==> src/rtl/ring_drain_ctrl.sv <==
// ring_drain_ctrl: drains an upstream ring buffer into a 2-entry output skid
// (head/tail). It issues reads whenever the skid has room and presents the
// head token to a downstream consumer that may apply back-pressure (I_Nack).
//
// Optional feature: define RING_DRAIN_CNT_EN to build the delivered-token
// counter on O_Cnt. When it is undefined, O_Cnt is tied to 0 and I_CntClr
// is ignored.
module ring_drain_ctrl #(
  parameter int WIDTH_DATA = 32,
  parameter int WIDTH_CNT  = 16
) (
  input  logic                  clock,
  input  logic                  reset,
  input  logic                  I_Empty,
  output logic                  O_Re,
  input  logic [WIDTH_DATA-1:0] I_Data,
  output logic                  O_Valid,
  output logic [WIDTH_DATA-1:0] O_Data,
  input  logic                  I_Nack,
  input  logic                  I_Flush,
  input  logic                  I_CntClr,
  output logic [WIDTH_CNT-1:0]  O_Cnt
);

  // Skid occupancy: nothing held, head only, head and tail.
  typedef enum logic [1:0] {
    S_EMPTY = 2'd0,
    S_ONE   = 2'd1,
    S_TWO   = 2'd2
  } state_t;

  state_t                r_state;
  state_t                w_state_next;
  logic [WIDTH_DATA-1:0] r_head;
  logic [WIDTH_DATA-1:0] r_tail;
  logic [WIDTH_DATA-1:0] w_head_next;
  logic [WIDTH_DATA-1:0] w_tail_next;
  logic                  w_rd;
  logic                  w_valid;
  logic                  w_xfer;

  // A read is only issued when the skid can accept a token this cycle.
  // Reset and flush both suppress it so nothing is pulled that would be lost.
  assign w_rd    = ~I_Empty & (r_state != S_TWO) & ~I_Flush & ~reset;
  assign w_valid = (r_state != S_EMPTY) & ~reset;
  // Back-pressure only matters while a token is actually being offered.
  assign w_xfer  = w_valid & ~I_Nack;

  assign O_Re    = w_rd;
  assign O_Valid = w_valid;
  assign O_Data  = w_valid ? r_head : '0;

  // State and skid registers; reset empties the skid and clears its storage.
  always_ff @(posedge clock) begin
    if (reset) begin
      r_state <= S_EMPTY;
      r_head  <= '0;
      r_tail  <= '0;
    end else begin
      r_state <= w_state_next;
      r_head  <= w_head_next;
      r_tail  <= w_tail_next;
    end
  end

  // Next-state and skid update: flush wins over everything, otherwise the
  // head always holds the oldest token so order is preserved.
  always_comb begin
    w_state_next = r_state;
    w_head_next  = r_head;
    w_tail_next  = r_tail;
    if (I_Flush) begin
      w_state_next = S_EMPTY;
    end else begin
      case (r_state)
        S_EMPTY: begin
          if (w_rd) begin
            w_state_next = S_ONE;
            w_head_next  = I_Data;
          end
        end
        S_ONE: begin
          if (w_rd && w_xfer) begin
            // Head leaves as the new token arrives: replace it in place.
            w_head_next = I_Data;
          end else if (w_rd) begin
            w_state_next = S_TWO;
            w_tail_next  = I_Data;
          end else if (w_xfer) begin
            w_state_next = S_EMPTY;
          end
        end
        S_TWO: begin
          if (w_xfer) begin
            w_state_next = S_ONE;
            w_head_next  = r_tail;
          end
        end
        default: begin
          w_state_next = S_EMPTY;
        end
      endcase
    end
  end

`ifdef RING_DRAIN_CNT_EN
  logic [WIDTH_CNT-1:0] r_cnt;

  // Delivered-token counter: clear beats increment; flushed cycles do not count.
  always_ff @(posedge clock) begin
    if (reset) begin
      r_cnt <= '0;
    end else if (I_CntClr) begin
      r_cnt <= '0;
    end else if (w_xfer && !I_Flush) begin
      r_cnt <= r_cnt + {{(WIDTH_CNT-1){1'b0}}, 1'b1};
    end
  end

  assign O_Cnt = r_cnt;
`else
  logic w_unused_cntclr;

  assign w_unused_cntclr = I_CntClr;
  assign O_Cnt           = '0;
`endif

endmodule

==> config.mk <==
export PLATFORM = sky130hd
export DESIGN_NAME = ring_drain_ctrl
export DESIGN_NICKNAME = d
export VERILOG_FILES = /design/src/rtl/ring_drain_ctrl.sv
export SDC_FILE = /design/constraint.sdc
export NUM_CORES = 1
export LEC_CHECK = 0
export ABC_CLOCK_PERIOD_IN_PS = 1300
export BUFFER_PORTS_ARGS = -buffer_cell sky130_fd_sc_hd__buf_2
export CORE_ASPECT_RATIO = 1.5
export CORE_MARGIN = 2
export CORE_UTILIZATION = 38
export CTS_CLUSTER_DIAMETER = 150
export DETAILED_ROUTE_END_ITERATION = 8
export MAX_ROUTING_LAYER = met4
export PLACE_DENSITY = 0.72
export SLEW_MARGIN = 20
export SYNTH_ARGS = -nofsm -noshare
export SYNTH_HDL_FRONTEND = slang
export SYNTH_SLANG_ARGS = --single-unit
==> constraint.sdc <==
create_clock -name clock -period 1.3 [get_ports clock]
set_input_delay 0.065 -clock clock [delete_from_list [all_inputs] [get_ports clock]]
set_output_delay 0.065 -clock clock [all_outputs]
set_load 0.05 [all_outputs]
==> summary.md <==
| Metric | Value |
|---|---|
| Status | finished with violations |
| Failing checks | hold timing, setup timing |
| Crit path max-delay cell type | or4_4 |
| Clock-pin slew on the worst setup and hold paths | 0.05 ns |
| Slew at the pin with the worst max-slew slack | 0.761 ns |
| Final antenna-violating net count | 0 |
| Drt wl/cell | 18.9 um |
| Total Routing Usage GR | 22.5% |
| Multiplexer share of the synthesized area | 9.83% |
| Register area share after synthesis | 39.3% |
| Clock H-tree levels | 3 |
| WS Path Type | reg2reg |
| CP Launch Type | flop |
| NetSw | 0.00155 W |
| Top Ports | 88 |
| DRC violations left | 0 |
| DR vias | 3395 |
| Xor-xnor portion of the synthesized cell area | 0% |
| Synth Area in Adders | 0% |
| Power, Total | 0.00543 W |
| CP required | 1.49 ns |
| Setup WS pre-CTS | -0.165 ns |
| Worst Clk Skew | 0.00759 ns |
| Clock power frac | 40.4% |
| Largest cells by area after synthesis | dfxtp_1, mux2i_1, a221oi_1, and2_1, a211oi_1 |
| # placed instances | 542 |
| Worst setup startpoint | r_state[1] |
| Maximum number of pins on one net before global-route repair | 58 |
| Final wirelength | 11000 um |
| Initial antenna violation count | 0 |
| Synth warn | 0 |
| Met2 wire length | 5750 um |
| Pint | 0.00388 W |
| Clk root buf | clkbuf_16 |
| I/O Buffers | 70 |
| Final GP Congestion | 0.803 |
| # setup viols final | 99 |
| CP peak stage delay | 0.66 ns |
| WHS | -0.00290 ns |
| TritonCTS buffer count | 9 |
| Instance count of the mapped netlist | 372 |
| DR pass1 iterations | 4 |
| Simple-gate share of the synthesized area | 13.5% |
| Number of global-route vias before repair | 3199 |
| Worst-case clock buffer depth | 2 |
| VDD IR max | 0.748 mV |
| First-pass GRT wire length | 16200 um |
| Site Rows | 42 |
| Pwr dens | 1000 nW/um2 |
| # fillers | 658 |
| Unrepaired setup endpoints after global routing | yes |
| Peak Freq | 629 MHz |
| Initial core utilization | 38.5% |
| Tcrit/Tclk final | 122% |
| CP max FO | 16 |
| Complex-gate fraction of the synthesized area | 27.1% |
| Later-pin clock latency in the skew report | 0.34 ns |
| Grt ovf | 0 |
| Fin cells | 581 |
| Routed wl met3 | 532 um |
| Crit Reg-Reg Startpoint | r_state[1] |
| Antenna Cells | 0 |
| Crit-path cells | or4_4 -> o21ai_1 -> a21oi_1 |
| CORE AREA | 8720 um2 |
| Max Slew Vio Count | 0 |
| Detail Placement HPWL | 6200 um |
| Worst Hold Class | in2reg |
| Fraction of layout cells with a size suffix above 1 | 54.4% |
| Mapped Avg Cell Area | 9.03 um2 |
| Nets@finish | 504 |
| Vias per cell | 5.84 |
| Max-cap violations | 0 |
| M1 WL | 4380 um |
| Top sig layer | met4 |
| Hold path startpoint | I_Data[1] |
| Number of synthesized register bits | 66 |
| Seq pwr share | 39.8% |
| Area share of the largest cell type after synthesis | 39.3% |
| Final Hold Viols | 3 |
| CTS tree | built |
| Area Overhead vs Synth | 61.0% |
| Largest family of logic cells by synthesized area | compound AO/OA/AOI/OAI gates |
| Leading area contributor after synthesis | dfxtp_1 |
| Final setup TNS | -18.61 ns |
| Clk sinks | 66 |
| Fin crit period | 1.59 ns |
| CP bufs+invs | 0 |
| Die area | 9630 um2 |
| Leakage | 2.23 nW |
| Cell family with most CP delay | simple AND/OR/NAND/NOR gates |
| Combinational share of power | 19.8% |
| Worst Path Arrival | 1.78 ns |
| Die Width | 80.8 um |
| Sw Ratio | 28.6% |
| Iteration-0 DRC Markers | 284 |
| Final setup margin | -0.290 ns |
| Die H | 119 um |
| Cell Area, Synth | 3360 um2 |
| Rel. slew slack | 49.2% |
| CP endpoint kind | flop |
| Cell variety after synth | 24 |
## through the flow
step	hold WS, ns	instance area, um2	utilization (%)
detailed placement	0.342	3990	45.8
global route	0.00419	5410	62.0
finish	-0.00290	5410	62.0
CTS	0.00255	5040	57.8
floorplan	0.174	3540	-
global placement	0.331	3990	45.8
## cells by family (layout without fill, tap and decap cells)
group	after synthesis	count (layout)
and+or+nand+nor	80	82
AOI/OAI and AO/OA	132	132
muxes	33	33
other	1	16
DFF	66	66
buffers and inverters	60	142
## state kept, by name, indices dropped and copies added (netlist names)
signal and cells:
r_tail 32, r_state 2, r_head 32
## worst register-to-register path, delay by kind of cell, from the launching register on
kind / cells / cell delay (ns)
AND/OR/NAND/NOR: 1 / 0.66
AO/OA/AOI/OAI: 2 / 0.40
flip-flops: 1 / 0.37
## cell usage after synthesis
cell and n:
mux2i_1 33, o21ai_0 32, inv_1 1, nand2b_1 1, a211oi_1 25, buf_6 3
dfxtp_1 66, buf_4 23, buf_2 7, conb_1 1, a21oi_1 33, nor4_2 1
a211oi_2 8, a22o_1 1, o21a_1 1, or4_4 1, nor2_1 5, nand3_1 32
a221oi_1 32, nor3_2 1, clkbuf_1 26, nand2_1 4, and2_1 33, nor2b_1 2
## path summary, 6_finish.rpt
kind	slack, ns	cells past startpoint	to
worst max register to register	-0.29	3	r_tail[7]
worst min register to register	0.46	2	r_tail[30]
worst min-delay path	-0.003	3	r_tail[1]
worst max-delay path	-0.29	3	r_tail[7]
## layout by cell type, fill, tap and decap left out, drive strengths merged
| cell type | netlist | final |
|---|---|---|
| clkinv | 0 | 3 |
| a21oi | 33 | 33 |
| a221oi | 32 | 32 |
| nand3 | 32 | 32 |
| nor2b | 2 | 2 |
| nand2b | 1 | 1 |
| conb | 1 | 16 |
| nor2 | 5 | 5 |
| mux2i | 33 | 33 |
| a211oi | 33 | 33 |
| a22o | 1 | 1 |
| inv | 1 | 1 |
| or4 | 1 | 3 |
| and2 | 33 | 33 |
| nor4 | 1 | 1 |
| clkbuf | 26 | 16 |
| dfxtp | 66 | 66 |
| nor3 | 1 | 1 |
| nand2 | 4 | 4 |
| o21ai | 32 | 32 |
| buf | 33 | 118 |
| dlygate4sd3 | 0 | 4 |
| o21a | 1 | 1 |
## layout make-up
type / count / area [um2] / area share (%)
clock inverter: 3 / 15.0 / 0.278
tap: 110 / 138 / 2.54
sequential: 66 / 1330 / 24.5
multi-input combinational: 263 / 2300 / 42.6
timing repair buffer: 125 / 1370 / 25.4
inverter: 1 / 3.75 / 0.0694
clock buffer: 13 / 250 / 4.63
## timing repair
item | CTS | global route
cloned | 5 | 3
endpoints found under the setup margin | 99 | 99
pin swaps | 24 | 24
hold buffers | 4 | 0
gates resized for setup | 196 | 73
buffers inserted | 7 | 6
endpoints found under the hold margin | 4 | 0
## power by group through the flow
| stage | clock network, W | logic, W | registers [W] |
|---|---|---|---|
| after global routing | 0.00230 | 0.00114 | 0.00217 |
| final | 0.00219 | 0.00108 | 0.00216 |
| after detailed placement | 0 | 0.000760 | 0.00219 |
| after global placement | 0 | 0.000743 | 0.00218 |
| after floorplan | 0 | 0.000562 | 0.00217 |
| after CTS | 0.00220 | 0.000968 | 0.00216 |
## routing by layer
| metal | vias up | track usage [%] |
|---|---|---|
| met2 | 134 | 36.7 |
| met4 | 0 | 9.53 |
| met1 | 1675 | 26.3 |
| met5 | - | - |
| li1 | 1559 | - |
| met3 | 27 | 5.15 |
(Power assumes the default switching activity.)
